## src/rtl/ps2_pkg.sv

```systemverilog
// Shared PS/2 definitions: FSM states, transmit result codes, common
// keyboard command bytes and the odd-parity helper.
package ps2_pkg;

  typedef enum logic [2:0] {
    IDLE,
    INHIBIT,
    REQ,
    SEND,
    ACKED,
    FAIL,
    DONE
  } ps2_tx_state_t;

  typedef enum logic [1:0] {
    ERR_OK       = 2'd0,
    ERR_NO_ACK   = 2'd1,
    ERR_START_TO = 2'd2,
    ERR_PKT_TO   = 2'd3
  } tx_err_t;

  localparam logic [7:0] PS2_CMD_SETLED = 8'hED;
  localparam logic [7:0] PS2_CMD_RESET  = 8'hFF;
  localparam logic [7:0] PS2_RSP_ACK    = 8'hFA;

  // PS/2 frames carry odd parity: the parity bit makes the total count of ones odd
  function automatic logic odd_parity(input logic [7:0] d);
    return ~^d;
  endfunction

endpackage

```

## src/rtl/ps2_host_tx_if.sv

```systemverilog
// Command-byte handshake between the requester and the PS/2 host transmitter.
interface ps2_host_tx_if;
  import ps2_pkg::*;

  logic [7:0] tx_data;
  logic       tx_valid;
  logic       tx_ready;
  logic       busy;
  logic       tx_done;
  tx_err_t    tx_err;

  modport master (
    output tx_data, tx_valid,
    input  tx_ready, busy, tx_done, tx_err
  );

  modport slave (
    input  tx_data, tx_valid,
    output tx_ready, busy, tx_done, tx_err
  );

endinterface

```

## src/rtl/ps2_line_sync.sv

```systemverilog
// Two-flop synchronizer for the PS/2 clock and data pads plus a one-cycle
// falling-edge pulse on the clock line. Idle bus level is high, so the
// flops reset to 1 to avoid a false edge when reset is released.
module ps2_line_sync (
  input  logic clk,
  input  logic rst_n,
  input  logic ps2clk_in,
  input  logic ps2data_in,
  output logic clk_sync,
  output logic data_sync,
  output logic clk_fall
);

  logic clk_meta;
  logic clk_prev;
  logic data_meta;

  // Bring both pads into the clk domain and keep one extra clock-line stage for edge detection
  always_ff @(posedge clk or negedge rst_n) begin
    if (!rst_n) begin
      clk_meta  <= 1'b1;
      clk_sync  <= 1'b1;
      clk_prev  <= 1'b1;
      data_meta <= 1'b1;
      data_sync <= 1'b1;
    end else begin
      clk_meta  <= ps2clk_in;
      clk_sync  <= clk_meta;
      clk_prev  <= clk_sync;
      data_meta <= ps2data_in;
      data_sync <= data_meta;
    end
  end

  assign clk_fall = clk_prev & ~clk_sync;

endmodule

```

## src/rtl/ps2_host_tx.sv

```systemverilog
// Host-to-device PS/2 transmitter. Pulls the clock low for a request-to-send,
// drives the start bit, then shifts the byte LSB-first, odd parity and stop
// on device-generated falling edges and finally checks the device ack bit.
// Line outputs are pull-low enables only; the pads are open drain at top level.
module ps2_host_tx
  import ps2_pkg::*;
#(
  parameter int INHIBIT_CYC  = 12000,
  parameter int START_TO_CYC = 1500000,
  parameter int PKT_TO_CYC   = 200000
) (
  input  logic          clk,
  input  logic          rst_n,
  ps2_host_tx_if.slave  bus,
  input  logic          ps2clk_in,
  input  logic          ps2data_in,
  output logic          ps2clk_low,
  output logic          ps2data_low
);

  localparam logic [20:0] INHIBIT_LAST = 21'(INHIBIT_CYC - 1);
  localparam logic [20:0] START_LIM    = 21'(START_TO_CYC);
  localparam logic [20:0] PKT_LIM      = 21'(PKT_TO_CYC);

  ps2_tx_state_t state;
  logic [20:0]   timer;
  logic [3:0]    fall_cnt;
  logic [7:0]    tx_byte;
  logic          parity;
  tx_err_t       fail_code;
  logic          tx_ready_q;
  logic          tx_done_q;
  tx_err_t       tx_err_q;

  logic clk_sync;
  logic data_sync;
  logic clk_fall;

  ps2_line_sync u_sync (
    .clk        (clk),
    .rst_n      (rst_n),
    .ps2clk_in  (ps2clk_in),
    .ps2data_in (ps2data_in),
    .clk_sync   (clk_sync),
    .data_sync  (data_sync),
    .clk_fall   (clk_fall)
  );

  assign bus.tx_ready = tx_ready_q;
  assign bus.busy     = ~tx_ready_q;
  assign bus.tx_done  = tx_done_q;
  assign bus.tx_err   = tx_err_q;

  // Transfer sequencer: all outputs are registered and change on state transitions.
  // Falls are only acted on in REQ/SEND, so the edge the host itself makes during
  // INHIBIT is ignored. SEND and ACKED share one packet timer started at the first fall.
  always_ff @(posedge clk or negedge rst_n) begin
    if (!rst_n) begin
      state       <= IDLE;
      timer       <= '0;
      fall_cnt    <= '0;
      tx_byte     <= '0;
      parity      <= 1'b0;
      fail_code   <= ERR_OK;
      tx_ready_q  <= 1'b1;
      tx_done_q   <= 1'b0;
      tx_err_q    <= ERR_OK;
      ps2clk_low  <= 1'b0;
      ps2data_low <= 1'b0;
    end else begin
      tx_done_q <= 1'b0;
      case (state)
        IDLE: begin
          if (bus.tx_valid) begin
            tx_byte     <= bus.tx_data;
            parity      <= odd_parity(bus.tx_data);
            tx_err_q    <= ERR_OK;
            tx_ready_q  <= 1'b0;
            ps2clk_low  <= 1'b1;
            ps2data_low <= 1'b0;
            timer       <= '0;
            state       <= INHIBIT;
          end
        end

        INHIBIT: begin
          if (timer == INHIBIT_LAST) begin
            ps2clk_low  <= 1'b0;
            ps2data_low <= 1'b1;
            timer       <= '0;
            fall_cnt    <= '0;
            state       <= REQ;
          end else begin
            timer <= timer + 21'd1;
          end
        end

        REQ: begin
          if (clk_fall) begin
            ps2data_low <= ~tx_byte[0];
            fall_cnt    <= 4'd1;
            timer       <= '0;
            state       <= SEND;
          end else if (timer >= START_LIM) begin
            fail_code   <= ERR_START_TO;
            ps2data_low <= 1'b0;
            state       <= FAIL;
          end else begin
            timer <= timer + 21'd1;
          end
        end

        SEND: begin
          if (timer >= PKT_LIM) begin
            fail_code   <= ERR_PKT_TO;
            ps2data_low <= 1'b0;
            state       <= FAIL;
          end else begin
            timer <= timer + 21'd1;
            if (clk_fall) begin
              fall_cnt <= fall_cnt + 4'd1;
              case (fall_cnt)
                4'd1, 4'd2, 4'd3, 4'd4, 4'd5, 4'd6, 4'd7:
                  ps2data_low <= ~tx_byte[fall_cnt[2:0]];
                4'd8:
                  ps2data_low <= ~parity;
                4'd9:
                  ps2data_low <= 1'b0;
                4'd10: begin
                  if (data_sync) begin
                    fail_code <= ERR_NO_ACK;
                    state     <= FAIL;
                  end else begin
                    state <= ACKED;
                  end
                end
                default: ;
              endcase
            end
          end
        end

        ACKED: begin
          if (timer >= PKT_LIM) begin
            fail_code <= ERR_PKT_TO;
            state     <= FAIL;
          end else if (clk_sync && data_sync) begin
            tx_done_q <= 1'b1;
            tx_err_q  <= ERR_OK;
            state     <= DONE;
          end else begin
            timer <= timer + 21'd1;
          end
        end

        FAIL: begin
          ps2clk_low  <= 1'b0;
          ps2data_low <= 1'b0;
          tx_done_q   <= 1'b1;
          tx_err_q    <= fail_code;
          state       <= DONE;
        end

        DONE: begin
          tx_ready_q <= 1'b1;
          state      <= IDLE;
        end

        default: state <= IDLE;
      endcase
    end
  end

endmodule

```

## src/flat_wrapper.sv

```systemverilog
// flat-port wrapper written by rule: the top's interface ports become plain ports
module ps2_host_tx_flat import ps2_pkg::*;
#(
  parameter int INHIBIT_CYC  = 12000,
  parameter int START_TO_CYC = 1500000,
  parameter int PKT_TO_CYC   = 200000
)
  (clk, rst_n, ps2clk_in, ps2data_in, ps2clk_low, ps2data_low, bus_tx_data, bus_tx_valid, bus_tx_ready, bus_busy, bus_tx_done, bus_tx_err);
  ps2_host_tx_if bus_i ();
  input  logic clk;
  input  logic rst_n;
  input  logic ps2clk_in;
  input  logic ps2data_in;
  output logic ps2clk_low;
  output logic ps2data_low;
  input wire logic [$bits(bus_i.tx_data)-1:0] bus_tx_data;
  input wire logic [$bits(bus_i.tx_valid)-1:0] bus_tx_valid;
  output wire logic [$bits(bus_i.tx_ready)-1:0] bus_tx_ready;
  output wire logic [$bits(bus_i.busy)-1:0] bus_busy;
  output wire logic [$bits(bus_i.tx_done)-1:0] bus_tx_done;
  output wire logic [$bits(bus_i.tx_err)-1:0] bus_tx_err;
  assign bus_i.tx_data = bus_tx_data;
  assign bus_i.tx_valid = bus_tx_valid;
  assign bus_tx_ready = bus_i.tx_ready;
  assign bus_busy = bus_i.busy;
  assign bus_tx_done = bus_i.tx_done;
  assign bus_tx_err = bus_i.tx_err;
  ps2_host_tx #(.INHIBIT_CYC(INHIBIT_CYC), .START_TO_CYC(START_TO_CYC), .PKT_TO_CYC(PKT_TO_CYC)) u_core (.clk(clk), .rst_n(rst_n), .bus(bus_i), .ps2clk_in(ps2clk_in), .ps2data_in(ps2data_in), .ps2clk_low(ps2clk_low), .ps2data_low(ps2data_low));
endmodule
```

## config.mk

```make
export PLATFORM = sky130hd
export DESIGN_NAME = ps2_host_tx_flat
export DESIGN_NICKNAME = d
export VERILOG_FILES = /design/src/rtl/ps2_pkg.sv /design/src/rtl/ps2_host_tx_if.sv /design/src/rtl/ps2_line_sync.sv /design/src/rtl/ps2_host_tx.sv /design/src/flat_wrapper.sv
export SDC_FILE = /design/constraint.sdc
export NUM_CORES = 1
export LEC_CHECK = 0
export CAP_MARGIN = 30
export CORE_ASPECT_RATIO = 1.2
export CORE_MARGIN = 2
export CORE_UTILIZATION = 60
export CTS_BUF_LIST = sky130_fd_sc_hd__clkbuf_8
export CTS_CLUSTER_DIAMETER = 60
export DETAILED_ROUTE_END_ITERATION = 7
export PLACE_DENSITY = 0.81
export SLEW_MARGIN = 20
export SYNTH_ARGS = -nofsm -noshare
export SYNTH_HDL_FRONTEND = slang
export SYNTH_HIERARCHICAL = 1
export SYNTH_SLANG_ARGS = --single-unit
```

## constraint.sdc

```tcl
create_clock -name clk -period 4.9 [get_ports clk]
set_input_delay 0.49 -clock clk [delete_from_list [all_inputs] [get_ports clk]]
set_output_delay 0.49 -clock clk [all_outputs]
set_load 0.05 [all_outputs]
```

# ---- Word level (Yosys, flattened, before mapping)
# Index checks and enable logic that the tools add are counted.
dict set report word_totals {
  regBits 50
  in_bits 13
}
dict set report classes {
  addsub 2
  n_lt_le_gt_ge 3
  eq_ne 35
  muxes 53
  n_bitwise 6
  n_reduce_logical 20
}
# op count
set op_table {}
lappend op_table {{$mux 21} 7}
lappend op_table {{$pmux 21 s5} 1}
lappend op_table {{$mux 3} 9}
lappend op_table {{$add 21x1->21 const B} 1}
lappend op_table {{$eq 21x14->1 const B} 1}
lappend op_table {{$ge 21x18->1 const B} 1}
lappend op_table {{$ge 21x21->1 const B} 1}
lappend op_table {{$mux 2} 10}
lappend op_table {{$pmux 3 s6} 1}
lappend op_table {{$reduce_and 6->1} 3}
lappend op_table {{$eq 4x3->1 const B} 4}
lappend op_table {{$mux 4} 4}
lappend op_table {{$eq 4x4->1 const B} 3}
lappend op_table {{$mux 1} 12}
lappend op_table {{$ne 2x1->1 const B} 6}
lappend op_table {{$ne 3x1->1 const B} 4}
lappend op_table {{$pmux 2 s3} 2}
lappend op_table {{$pmux 4 s3} 1}
lappend op_table {{$reduce_bool 3->1} 4}
lappend op_table {{$ne 2x2->1 const B} 5}
lappend op_table {{$reduce_bool 5->1} 2}
lappend op_table {{$eq 3x3->1 const B} 3}
lappend op_table {{$eq 4x2->1 const B} 2}
lappend op_table {{$reduce_xnor 8->1} 1}
lappend op_table {{22 further kinds} 31}

# ---- Depth between registers and ports, before layout
# Gate-level depths: netlist of run 1.
dict set report depth {
  ltp_word 7
  depth_mapped 9
  depth_no_buf 8
}

# ---- Hierarchy
# Netlist of run 1, hierarchy kept.
# mod n_inst cells_each area_each_um2
set modules_own_cells {}
lappend modules_own_cells {ps2_host_tx 1 312 2889.0}
lappend modules_own_cells {ps2_line_sync 1 6 145.1}

# ---- Worst setup path before layout of run 1
# OpenSTA, ideal clock, no wires.
dict set report synth_path {
  kind {reg2reg}
  from {register u_core.timer[15]}
  to {register u_core.timer[15]}
  setup_time_ns 0.121
  t_arrival_ns 2.056
  setup_slack_ns 2.723
  path_stages_with_launch 8
  n_path_buf 1
  cell_sequence {dfrtp_1 > or4_1 > a31oi_1 > a21o_2 > o211a_1 > clkbuf_1 > o21ai_0 > a22o_2}
}
dict set report synth_via {
  elab_chain_len 4
  word_cells_on_any_way 15
}
# element line_no
set synth_lines {}
lappend synth_lines {{start: declaration} ps2_host_tx.sv:26} ;# logic [20:0] timer;
lappend synth_lines {{start signal: assignment} ps2_host_tx.sv:94} ;# timer <= timer + 21'd1;
lappend synth_lines {{start signal: assignment} ps2_host_tx.sv:109} ;# timer <= timer + 21'd1;
lappend synth_lines {{start signal: assignment} ps2_host_tx.sv:119} ;# timer <= timer + 21'd1;
lappend synth_lines {{$add 21x1->21} --}
lappend synth_lines {{$mux 21, on equally long branches} {ps2_host_tx.sv:147, ps2_host_tx.sv:104}}
lappend synth_lines {{$mux 21, on equally long branches} {ps2_host_tx.sv:144, ps2_host_tx.sv:99}}
lappend synth_lines {{$pmux 21 s5} ps2_host_tx.sv:72} ;# case (state)
# Parallel ways exist; a longest one is shown, timed or not. The select of a mux whose other input is x is not followed.
# A chain may end at the register's enable or synchronous reset.

# ---- Final worst setup path of run 1
dict set report layout_path {
  from {register u_core.state[2]}
  to {register u_core.timer[0]}
}
dict set report layout_via {
  elab_chain_len 3
  word_cells_on_any_way 13
}
# element line_no
set layout_lines {}
lappend layout_lines {{start: declaration} ps2_host_tx.sv:25} ;# ps2_tx_state_t state;
lappend layout_lines {{start signal: assignment} ps2_host_tx.sv:59} ;# state <= IDLE;
lappend layout_lines {{start signal: assignment} ps2_host_tx.sv:82} ;# state <= INHIBIT;
lappend layout_lines {{start signal: assignment} ps2_host_tx.sv:92} ;# state <= REQ;
lappend layout_lines {{$eq 3x2->1, or another cell as far along} ps2_host_tx.sv:72}
lappend layout_lines {{$ne 3x2->1 (no line), or another cell as far along} --}
lappend layout_lines {{$reduce_and 6->1 (no line)} --}
# Parallel ways exist; a longest one is shown, timed or not.

==> results.md, run 1 <==
* Final #Nets at 347
* Non-filler instance count after layout at 389
* Largest family of logic cells by synthesized area: compound AO/OA/AOI/OAI gates
* Share of cells above drive strength 1 at 14.59%
* H-tree depth at 2
* Routability Congestion at 0.9283
* CTS Buffer Depth at 2
* Post-DP HPWL at 4761 um
* Post-synth net total at 337
* CTS root buf: clkbuf_8
* Syn avg cell area at 9.541 um^2
* Adder-cell area share of the yosys netlist at 2.474%
* Commonest non-fill, non-tap cell in the layout: dfrtp_1
* Initial antenna violation count at 0
* Clock Skew at 0.003854 ns
* Starting Density at 61.86%
* Global-route wire length before repair at 10710 um
* Worst Max-Slew Pin Slew at 0.7251 ns
* Post-synthesis sequential area ratio at 41.48%
* Post-synthesis mux area share at 5.196%
* Post-route ant nets at 0
* Post-synthesis xor/xnor area fraction at 2.021%
* Period Utilization, post-route at 52.31%
* Worst R2R Path Depth at 6
* CTS Hold Bufs at 0
* Total GRT Usage at 25.07%
* Total area of sequential cells at 1259 um^2
* Pwr Total at 1.513 mW
* N_diodes at 0
* Max Freq at 390.1 MHz
* Row count at 28
* Required time worst endpoint at 5.14 ns
* IO Port Bufs at 19
* Vias at 2495
* Die Y-Extent at 81.90 um
* Slew headroom at 51.39%
* Worst-Skew Late Latency at 0.30 ns
* Post-synthesis compound-gate area fraction at 22.52%
* Leakage at 1.315 nW
* Reg clk slew, reported paths at 0.09 ns
* Area growth from synthesis to layout at 8.536%
* Final setup violation count at 0
* CTS tree: done
* Crit path max fanout at 18
* Unrepaired setup endpoints after global routing: false
* Grt ovf at 0
* Post-CTS setup buffer count at 0
* Max_cap viols at 0
* Largest net degree at the start of global routing at 32
* Final slew viol count at 0
* Num CTS Buffers at 5
* Power Density at 459.4 nW/um^2
* Status: completed
* Ys Warns at 6
* Cell Chain, Critical Path: nor3b_2, nand2_1, o21ai_0, o211ai_4, nor2_2, mux2_2
* Vias in the first global route at 2389
* Fin. Hold Viols at 0
* Core ar. at 4905 um^2
* Hold crit path type: primary input to async pin
* Vias per cell at 6.414
* Worst Path Buf+Inv at 0
* Crit path depth at 6
* Mapped Cells at 318
* Multi-input logic area at 1622 um^2
* Drt drc at 0
* Clock Sinks at 50
* CP arrival at 2.80 ns
* Commonest cells after routing, fill and taps aside: 44 x dfrtp_1, 35 x o21ai_0, 23 x nand2_1
* Post-Synth Simple-Gate Area at 21.24%
* Asr flop ratio synth at 100.0%
* Crit path time final at 2.563 ns
* Flops & latches, synth at 50
* Final wirelength at 6411 um
* Wire per inst at 16.48 um
* Placed cells at 381
* Die width at 68.92 um
* Die area at 5644 um^2
* Setup TNS at 0 ns
* CP Class: flip-flop to flip-flop
* Top_reg_cell synth: dfrtp_1
* Cells resized by post-CTS repair at 0
* Fillers at 383
* Top delay family on crit path: simple AND/OR/NAND/NOR gates
* Iteration-0 DRC Markers at 234
* Detailed Routing Iterations Pass 1 at 4
* CP Capture Type: flip-flop
* Critical Path Start Type: flip-flop
* Yosys cell types at 60
* IO Pins at 20
* CP max stage cell: dfrtp_1
* Max incr delay on CP at 0.68 ns
* Synthesized area at 3034 um^2
* Post-synth EDFFs at 0
* Peak VDD IR at 250.9 uV
-- report_power, final --
group / switching (mW) / internal, mW
logic: 0.386 / 0.271
clock network: 0.137 / 0.114
registers: 0.109 / 0.496
-- worst reg2reg max path: stages, from the launching register on --
cell and delay [ns]:
dfrtp_1 0.68, nor3b_2 0.39, nand2_1 0.13, o21ai_0 0.23, o211ai_4 0.25, nor2_2 0.56, mux2_2 0.26
-- flip-flops by register name, summed over array words and instances, names as in the netlist, 2 cells and up --
register	cells
u_core/bus.tx_err	2
u_core/timer	21
u_core/state	3
u_core/fall_cnt	4
u_core/tx_byte	8
u_core/fail_code	2
-- layer usage --
| layer | vias to the layer above | global-route usage [%] | wire length (um) |
|---|---|---|---|
| li1 | 1203 | - | - |
| met1 | 1212 | 31.42 | 2728 |
| met2 | 65 | 42.40 | 3301 |
| met3 | 15 | 3.014 | 199 |
| met4 | 0 | 11.96 | 182 |
| met5 | - | 0 | 0 |
-- Yosys cell counts, types with 3 or more instances --
| cell | instances | area (um^2) |
|---|---|---|
| a21oi_1 | 17 | 85.08 |
| a22o_1 | 12 | 105.1 |
| a31oi_1 | 4 | 25.02 |
| and3_1 | 4 | 25.02 |
| and3_2 | 5 | 37.54 |
| buf_2 | 3 | 15.01 |
| buf_6 | 3 | 33.78 |
| clkbuf_1 | 5 | 18.77 |
| dfrtp_1 | 44 | 1101 |
| dfstp_2 | 6 | 157.7 |
| ha_1 | 6 | 75.07 |
| inv_1 | 10 | 37.54 |
| mux2_2 | 10 | 112.6 |
| nand2_1 | 23 | 86.33 |
| nand3_1 | 5 | 25.02 |
| nand4_1 | 5 | 31.28 |
| nor2_1 | 19 | 71.32 |
| nor2b_1 | 8 | 50.05 |
| nor3_1 | 14 | 70.07 |
| nor4_1 | 5 | 31.28 |
| o21a_1 | 7 | 52.55 |
| o21ai_0 | 35 | 175.2 |
| o31ai_1 | 8 | 60.06 |
| or3_1 | 3 | 18.77 |
| or4_1 | 4 | 30.03 |
| xnor2_1 | 7 | 61.31 |
-- final timing paths --
check	start	end	slack (ns)
min in group clk	u_core/u_sync/clk_meta	u_core/u_sync/clk_sync	0.36
setup / recovery	u_core/state[2]	u_core/timer[0]	2.34
hold / removal	rst_n	u_core/tx_byte[0]	0.13
max in group asynchronous	rst_n	u_core/u_sync/clk_prev	4.17
hold reg to reg	u_core/u_sync/clk_meta	u_core/u_sync/clk_sync	0.36
setup reg to reg	u_core/state[2]	u_core/timer[0]	2.34
-- cell families after synthesis --
logic type,count (synthesis)
compound gates,102
mux,12
simple gates,114
buf+inv,27
fa+ha+maj,6
xor+xnor,7
flops,50
-- area by class of cell --
cell class	instances	area share, %
Clock buffer	6	2.508
Clock inverter	2	0.3799
Tap cell	60	2.280
Multi-Input combinational cell	241	49.24
Sequential cell	50	38.22
Timing Repair Buffer	20	6.231
Inverter	10	1.140
-- metrics by stage --
step	util [%]	worst slack [ns]	cell area, um^2	hold slack (ns)
6_report	67.14	2.337	3293	0.1343
4_1_cts	67.14	2.347	3293	0.1395
3_3_place_gp	64.80	2.237	3178	0.3474
3_5_place_dp	65.20	2.156	3198	0.3473
2_1_floorplan	-	2.723	3034	0.1944
5_1_grt	67.14	2.034	3293	0.1705
Power figures use the tool's default switching activity.
==> inputs of run 2 (changes only) <==
- clock period: 4.9 -> 2.5 ns (I/O delays scaled with it)
==> results.md, run 2 (synthesis gave the netlist of run 1 again) <==
* Row count at 28
* Clock Sinks at 50
* Fin util at 70.26%
* Core ar. at 4905 um^2
* Largest register by flop count: u_core/timer
* Clock Skew at 0.01291 ns
* Worst-Skew Late Latency at 0.31 ns
* Largest net degree at the start of global routing at 51
* Drt drc at 0
* Power Density at 936.9 nW/um^2
* Critical Path Start Type: flip-flop
* Final instance area at 3446 um^2
* Hold crit path type: primary input to async pin
* CTS Hold Bufs at 0
* Post-CTS setup buffer count at 0
* Status: completed
* CTS tree: done
* Final wirelength at 7030 um
* Vias in the first global route at 2590
* H-tree depth at 2
* Setup TNS at 0 ns
* NetSw at 1.290 mW
* P_int at 1.938 mW
* Max Freq at 415.3 MHz
* Largest regs: u_core/timer: 21 flops, u_core/tx_byte: 8 flops, u_core/fall_cnt: 4 flops
* Final WS setup at 0.09238 ns
* Final hold slack at 0.04322 ns
* Final #Nets at 362
* Initial antenna violation count at 0
* Post-DP HPWL at 5036 um
* Post-route ant nets at 0
* N_diodes at 0
* Vias per cell at 6.394
* Dpl cell area at 3298 um^2
* CTS root buf: clkbuf_8
* Area growth from synthesis to layout at 13.57%
* CP Class: flip-flop to flip-flop
* IO Pins at 20
* Final slew viol count at 0
* Global-route wire length before repair at 11610 um
* CP arrival at 2.62 ns
* Clock power share at 18.2%
* Crit path max fanout at 15
* Worst Max-Slew Pin Slew at 0.6275 ns
* Unrepaired setup endpoints after global routing: true
* Fillers at 387
* Commonest cells after routing, fill and taps aside: 43 x dfrtp_1, 35 x o21ai_0, 23 x nand2_1
* Die Y-Extent at 81.90 um
* Die area at 5644 um^2
* Die width at 68.92 um
* Grt ovf at 0
* Wire per inst at 17.40 um
* Seq pwr share at 34.6%
* Multi-input logic area at 1652 um^2
* Vias at 2583
* Max reg flops at 21
* Leakage at 1.400 nW
* CTS Buffer Depth at 2
* Reg clk slew, reported paths at 0.10 ns
* IO Port Bufs at 19
* Crit path time final at 2.408 ns
* Sw frac at 39.96%
* Share of cells above drive strength 1 at 19.48%
* Total area of sequential cells at 1260 um^2
* Power share of the combinational group at 47.2%
* Fin. Hold Viols at 0
* Required time worst endpoint at 2.72 ns
* CP Capture Type: flip-flop
* Final setup violation count at 0
* Period Utilization, post-route at 96.30%
* Peak VDD IR at 592.9 uV
* Routability Congestion at 0.9175
* Commonest non-fill, non-tap cell in the layout: dfrtp_1
* Detailed Routing Iterations Pass 1 at 4
* Num CTS Buffers at 5
* Starting Density at 61.86%
* Total GRT Usage at 27.21%
* Slew headroom at 58.16%
* Iteration-0 DRC Markers at 238
* Max_cap viols at 0
* Post-Place Worst Slack at 0.07109 ns
## run 2: changes by cell type in the layout (fill, tap and decap cells not counted), sizes merged
cell      change
clkinvlp      -1
bufinv        +1
buf          +15
clkinv        -1
inv           +1
## run 2: cell type report
cell class,instances,area share [%]
sequential,50,36.57
tap,60,2.179
clock inverter,2,0.9804
clock buffer,6,2.397
multi-input combinational,241,47.93
timing repair buffer,35,8.860
inverter,10,1.089
## run 2: repair_timing
action,4_1_cts,5_1_grt
endpoints found under the hold margin,0,0
endpoints found under the setup margin,0,14
resized for setup,0,6
## run 2: worst paths after layout
| kind | start | slack (ns) | end | depth (start not counted) |
|---|---|---|---|---|
| max | u_core/timer[15] | 0.09 | u_core/timer[17] | 6 |
| min | rst_n | 0.04 | u_core/tx_byte[1] | 2 |
| max reg2reg | u_core/timer[15] | 0.09 | u_core/timer[17] | 6 |
| min reg2reg | u_core/u_sync/data_meta | 0.36 | u_core/u_sync/data_sync | 0 |
| max in group asynchronous | rst_n | 1.99 | u_core/timer[13] | 2 |
| min in group clk | ps2clk_in | 0.34 | u_core/u_sync/clk_meta | 1 |
## run 2: power by group through the flow
| stage | combinational [mW] | clock [mW] | sequential, mW |
|---|---|---|---|
| 2_1_floorplan | 1.05 | 0 | 1.16 |
| 3_3_place_gp | 1.46 | 0 | 1.12 |
| 3_5_place_dp | 1.50 | 0 | 1.13 |
| 4_1_cts | 1.51 | 0.594 | 1.12 |
| 5_1_grt | 1.67 | 0.623 | 1.14 |
| 6_report | 1.52 | 0.587 | 1.12 |
## run 2: metal layers
metal	share of wire [%]	vias up	track usage [%]
met3	3.5	15	4.110
met2	53	67	46.92
li1	-	1220	-
met5	0	-	0
met4	2.3	0	11.37
met1	41	1281	33.48
## run 2: critical path: stages (launching register included)
cell and delay, ns:
dfrtp_1 0.45, or4_4 0.57, a31oi_4 0.21, a21o_2 0.18
o211ai_4 0.17, or4_1 0.56, a21oi_1 0.18
## run 2: metrics by stage
| stage | power (mW) | instances |
|---|---|---|
| 2_1_floorplan | 2.208 | 318 |
| 3_3_place_gp | 2.583 | 396 |
| 3_5_place_dp | 2.638 | 396 |
| 4_1_cts | 3.225 | 404 |
| 5_1_grt | 3.436 | 404 |
| 6_report | 3.228 | 404 |
==> inputs of run 3 (changes only) <==
- SLEW_MARGIN: 20 -> default
- clock period: 2.5 -> 2.98 ns (I/O delays scaled with it)
==> results.md, run 3 (synthesis gave the netlist of run 1 again) <==
* HP Start: u_core/u_sync/clk_meta
* H-tree depth at 2
* Power Density at 765.5 nW/um^2
* Multi-input logic area at 1622 um^2
* Reg clk slew, reported paths at 0.09 ns
* Row count at 28
* Final #Nets at 353
* Slew headroom at 51.38%
* Critical Path Start Type: flip-flop
* Commonest non-fill, non-tap cell in the layout: dfrtp_1
* Vias in the first global route at 2374
* Post-CTS setup buffer count at 0
* Peak VDD IR at 486.8 uV
* R2r startpoint: u_core/timer[16]
* Max incr delay on CP at 0.52 ns
* CTS Buffer Depth at 2
* Post-DP HPWL at 5006 um
* Initial antenna violation count at 0
* Final wirelength at 6807 um
* Worst Path Buf+Inv at 1
* Detailed Routing Iterations Pass 1 at 5
* Top delay family on crit path: compound AO/OA/AOI/OAI gates
* Crit path time final at 2.486 ns
* CP Class: flip-flop to flip-flop
* Worst Max-Slew Pin Slew at 0.7254 ns
* Global-route wire length before repair at 11050 um
* Required time worst endpoint at 3.22 ns
* RR Endpoint: u_core/timer[3]
* Largest regs: u_core/timer: 21 flops, u_core/tx_byte: 8 flops, u_core/fall_cnt: 4 flops
* IO Pins at 20
* Final setup violation count at 0
* Worst R2R Path Depth at 7
* Cell Chain, Critical Path: and3_1, o21a_1, a31oi_1, o211ai_4, nor2_2, buf_4, a22o_1
* CP arrival at 2.73 ns
* Commonest cells after routing, fill and taps aside: 44 x dfrtp_1, 35 x o21ai_0, 23 x nand2_1
* Clock Skew at 0.008776 ns
* Vias per cell at 6.451
* Die Y-Extent at 81.90 um
* Drt drc at 0
* Post-route ant nets at 0
* Area growth from synthesis to layout at 9.938%
* Unrepaired setup endpoints after global routing: false
* Crit path depth at 7
* Vias at 2548
* CTS root buf: clkbuf_8
* Setup TNS at 0 ns
* Final hold slack at 0.3601 ns
* Largest register by flop count: u_core/timer
* Total area of sequential cells at 1259 um^2
* Total GRT Usage at 26.14%
* Final instance area at 3336 um^2
* Max Freq at 402.2 MHz
* Final slew viol count at 0
* R2r setup slk at 0.49 ns
* Clock Sinks at 50
* Fin. Hold Viols at 0
* Hold crit path type: flip-flop to flip-flop
* Max_cap viols at 0
* Fillers at 396
* Iteration-0 DRC Markers at 159
* Share of cells above drive strength 1 at 15.82%
* CTS tree: done
* Max reg flops at 21
* Status: completed
* CTS Hold Bufs at 1
* N_diodes at 0
* Hold Path Stages at 0
* Wire per inst at 17.23 um
* Largest net degree at the start of global routing at 34
* Die width at 68.92 um
* Period Utilization, post-route at 83.43%
* Grt ovf at 0
* Cells resized by post-CTS repair at 0
* Routability Congestion at 0.9404
* Num CTS Buffers at 5
* CP Capture Type: flip-flop
* Die area at 5644 um^2
* WHS Endpoint: u_core/u_sync/clk_sync
* Crit path max fanout at 15
* Leakage at 1.341 nW
* IO Port Bufs at 19
* Dpl cell area at 3236 um^2
* Worst-Skew Late Latency at 0.31 ns
* Starting Density at 61.86%
* Core ar. at 4905 um^2
* CP max stage cell: a31oi_1
-- run 3: where the power goes --
group / internal (mW) / total [mW] / switching, mW
sequential: 0.816 / 0.950 / 0.134
clock: 0.165 / 0.393 / 0.227
combinational: 0.496 / 1.21 / 0.714
-- run 3: worst max-delay path by stage --
stage                     startpoint          endpoint  slack [ns]
global route         u_core/timer[1]  u_core/timer[10]        0.34
global placement     u_core/timer[1]  u_core/timer[16]        0.61
finish              u_core/timer[16]   u_core/timer[3]        0.49
floorplan           u_core/timer[15]  u_core/timer[15]        0.80
CTS                  u_core/timer[1]  u_core/timer[10]        0.54
detailed placement      bus_tx_valid  u_core/timer[10]        0.51
-- run 3: final cells by class --
cell class	count	share of cell area, %
clock buffer	5	2.063
multi-input combinational	241	48.61
clock inverter	3	0.6377
sequential	50	37.73
tap	60	2.251
inverter	10	1.125
timing repair buffer	26	7.577
-- run 3: through the flow --
stage / util [%] / worst slack (ns) / power (mW) / instances
4_1_cts: 68.01 / 0.5395 / 2.557 / 395
3_3_place_gp: 65.56 / 0.6061 / 2.113 / 385
2_1_floorplan: - / 0.8032 / 1.852 / 318
6_report: 68.01 / 0.4938 / 2.554 / 395
3_5_place_dp: 65.97 / 0.5096 / 2.155 / 386
5_1_grt: 68.01 / 0.3408 / 2.732 / 395
-- run 3: layer usage --
layer / wire, um / global-route usage (%)
met1: 2824 / 29.86
met2: 3549 / 47.69
met3: 261 / 4.384
met4: 172 / 10.00
met5: 0 / 0
